===== config.mk =====
export PLATFORM = sky130hd
export DESIGN_NAME = in3_or_gate
export DESIGN_NICKNAME = d
export VERILOG_FILES = /design/src/rtl/in3_or_gate.sv
export SDC_FILE = /design/constraint.sdc
export NUM_CORES = 1
export LEC_CHECK = 0
export CAP_MARGIN = 40
export CORE_AREA = 2 2 39 41
export DETAILED_ROUTE_END_ITERATION = 10
export DIE_AREA = 0 0 41 43
export PLACE_DENSITY = 0.65
export SYNTH_ARGS = -nofsm -noshare
export SYNTH_HDL_FRONTEND = slang
export SYNTH_SLANG_ARGS = --single-unit

===== constraint.sdc =====
create_clock -name clk -period 1.49 [get_ports clk]
set_input_delay 0.149 -clock clk [delete_from_list [all_inputs] [get_ports clk]]
set_output_delay 0.149 -clock clk [all_outputs]
set_load 0.1 [all_outputs]

===== src/rtl/in3_or_gate.sv =====
// Three-input OR gate with registered output, edge pulses, input snapshot and
// an optional saturating hit counter (compiled in when IN3_OR_GATE_STATS_EN is defined).
module in3_or_gate #(
  parameter int CNT_W = 16
) (
  input  logic             a,
  input  logic             b,
  input  logic             c,
  output logic             out,
  input  logic             clk,
  input  logic             rst,
  output logic             out_q,
  output logic             rise,
  output logic             fall,
  output logic [2:0]       src_q,
  output logic [CNT_W-1:0] hit_cnt
);

  logic       w_or;
  logic       r_out_q;
  logic       r_out_q_prev;
  logic [2:0] r_src_q;

  // The gate itself depends on nothing but the operands, so it stays valid
  // even with the clock stopped or reset floating.
  assign w_or = a | b | c;
  assign out  = w_or;

  // NOTE: sequential state uses non-blocking assignments so every register
  // samples pre-edge values and the update order inside the block is irrelevant.
  always_ff @(posedge clk) begin
    if (rst) begin
      r_out_q      <= 1'b0;
      r_out_q_prev <= 1'b0;
      r_src_q      <= 3'b000;
    end else begin
      r_out_q      <= w_or;
      r_out_q_prev <= r_out_q;
      r_src_q      <= {c, b, a};
    end
  end

  assign out_q = r_out_q;
  assign src_q = r_src_q;
  // Both history bits clear together on reset, so no pulse survives it.
  assign rise  = r_out_q & ~r_out_q_prev;
  assign fall  = ~r_out_q & r_out_q_prev;

`ifdef IN3_OR_GATE_STATS_EN
  logic [CNT_W-1:0] r_hit_cnt;

  always_ff @(posedge clk) begin
    if (rst) begin
      r_hit_cnt <= '0;
    end else if (w_or && (r_hit_cnt != {CNT_W{1'b1}})) begin
      r_hit_cnt <= r_hit_cnt + CNT_W'(1);
    end
  end

  assign hit_cnt = r_hit_cnt;
`else
  assign hit_cnt = '0;
`endif

endmodule


==> reports/metrics.cfg <==
[run_status]
status=finished, final reports clean

[die]
die_area_mm2=0.00176
row_count=14
initial_utilization_pct=20.7
fp.dieW_um=41
ios=28
coreArea_mm2=0.00138
die_h_um=43

[sta]
rsz0062_at_grt=no
fin_crit_sh_pct=87.0
fmax_mhz=772
skew_ns=0.0000211
period_minus_slack_ns=1.30
slew_violations=0
finalHoldViolations=0
tns_ns=0
setup_viol=0

[power]
internal_power_w=0.000303
p_sw_w=0.000325
p_clk_share_pct=24.3
p_sw_share_pct=51.7
pwr-share-seq_pct=24.1
powerDensity_mw_per_mm2=1350
finalPower_w=0.000628
comb_power_share_pct=51.6
p_leak_nw=0.222
vdd_drop_max_v=0.000376

[global_route]
track_usage_pct=5.21
grt_pass1_wl_um=503
grt_max_degree=6
grt_pass1_vias=139
gr-total-overflow=0
antenna_found_initial=0

[place]
dp_hpwl_um=367
io_buffers=11
dpl_cell_area_um2=439
dp_cells=56
place_congestion=0.555

[synth]
synth.top_cell.area_share_pct=41.9
yosysWarnings=0
yosysUniqueCellTypes=6
synth.largest_area_cell=buf_4
ys_seq_area_share_pct=34.9
synth.avg_cell_area_um2=9.55
synth-seq-cells=5
synth_cells=30
synth_area_leaders=buf_4 42%, dfxtp_1 35%, nor2b_1 13%
synth_edf_count=0
async_reset_ff_share_pct=0
synth_area_um2=287
yosysMostFrequentCell=buf_4
synth_ff_type=dfxtp_1
netlist_top_cells_count=16 x buf_4, 6 x nor2b_1, 5 x dfxtp_1

[final_layout]
regArea_um2=101
antenna_cells=0
fillers=150
multiInputGateArea_um2=138
utilization_pct=33.6
syn_to_final_growth_pct=62.4
drive_gt1_share_pct=34.1
fin_area_um2=465
fin_cells=60
nets=50

[clock_network]
clock_path_buffers=2
cts-htree-levels=1
numCtsBuffers=3
cts_tree=done
cts_hold_buffers=0
path_clk_slew_ns=0.04
clock_sinks=5
clk_latency_ns=0.24
ctsResizeCount=0
cts_root_buffer=clkbuf_4
postCtsSetupBuffers=0

[worst_setup_path]
required_ns=1.34
cp_max_fo=2
start_kind=primary input
r2r_end=r_out_q_prev$_SDFF_PP0_
crit_chain=clkdlybuf4s50_1 > or3_4 > buf_12
worst-setup-path-type=primary input to primary output
rr_worst_depth=1
critical-path-slowest-cell=clkdlybuf4s50_1
rr_startpoint=out_q$_SDFF_PP0_
worstSetupEndpointType=primary output
rrSetupSlack_ns=0.90
worstPathArrival_ns=1.15
max_stage_delay_ns=0.41
startpoint=b

[drt]
drt_first_pass_iters=1
wl_um=397
drt-vias-per-instance=3.15
wire_per_inst_um=6.62
ant_nets=0
vias=189
drc=0
drt_iter0_markers=0

[hold_path]
min_path_cells=2
holdPathEnd=src_q[0]$_SDFF_PP0_
hold_class=primary input to register
min_from=a

[job]
cap_viol_max_count=0

-- placed cells by master (no fill, tap or decap), drive strengths merged --
cell type       n
or3             1
dfxtp           5
buf             7
nor2b           7
clkdlybuf4s50   4
clkbuf          4
conb           16
-- power by group through the flow --
stage               logic [W]  registers, W  clock network (W)
floorplan            0.000253      0.000194                  0
global placement     0.000323      0.000153                  0
detailed placement   0.000324      0.000154                  0
CTS                  0.000324      0.000151           0.000162
global route         0.000330      0.000152           0.000167
finish               0.000324      0.000151           0.000153
-- logic make-up (layout without fill, tap and decap cells) --
kind of cell           after synthesis  after routing  share of synthesized area [%]
other                                1             16                           1.31
DFF                                  5              5                           34.9
buffers and inverters               16             15                           41.9
and+or+nand+nor                      8              8                           21.8
-- metrics by stage --
step                hold WS [ns]  setup slack (ns)
finish                     0.491             0.194
detailed placement         0.522             0.189
global route               0.502             0.161
floorplan                  0.206            0.0241
CTS                        0.483             0.189
global placement           0.522             0.194
-- worst max path at each step --
stage                end  slack, ns  depth (start not counted)
floorplan           rise       0.02                          1
global placement     out       0.19                          3
detailed placement   out       0.19                          3
CTS                  out       0.19                          3
global route         out       0.16                          3
finish               out       0.19                          3
-- layer usage --
metal | up-vias | GRT usage, % | wire length [um]
li1 | 86 | - | -
met1 | 82 | 2.88 | 91
met2 | 19 | 7.81 | 220
met3 | 2 | 1.57 | 70
met4 | 0 | 10.0 | 14
met5 | - | 0 | 0
-- worst max-delay path, delay by kind of cell --
kind,cells,cell delay (ns)
AND/OR/NAND/NOR,1,0.41
buffers and inverters,2,0.59
-- flip-flops by register name (all words and copies together) (netlist names) --
signal / count
out_q: 1
src_q: 3
r_out_q_prev: 1
-- layout make-up --
class                      instances  share of cell area, %
timing repair buffer              11                   38.7
multi-input combinational         24                   29.6
sequential                         5                   21.8
clock buffer                       4                   5.65
tap                               16                   4.30
Note: power is estimated with default switching activity, not from simulation.
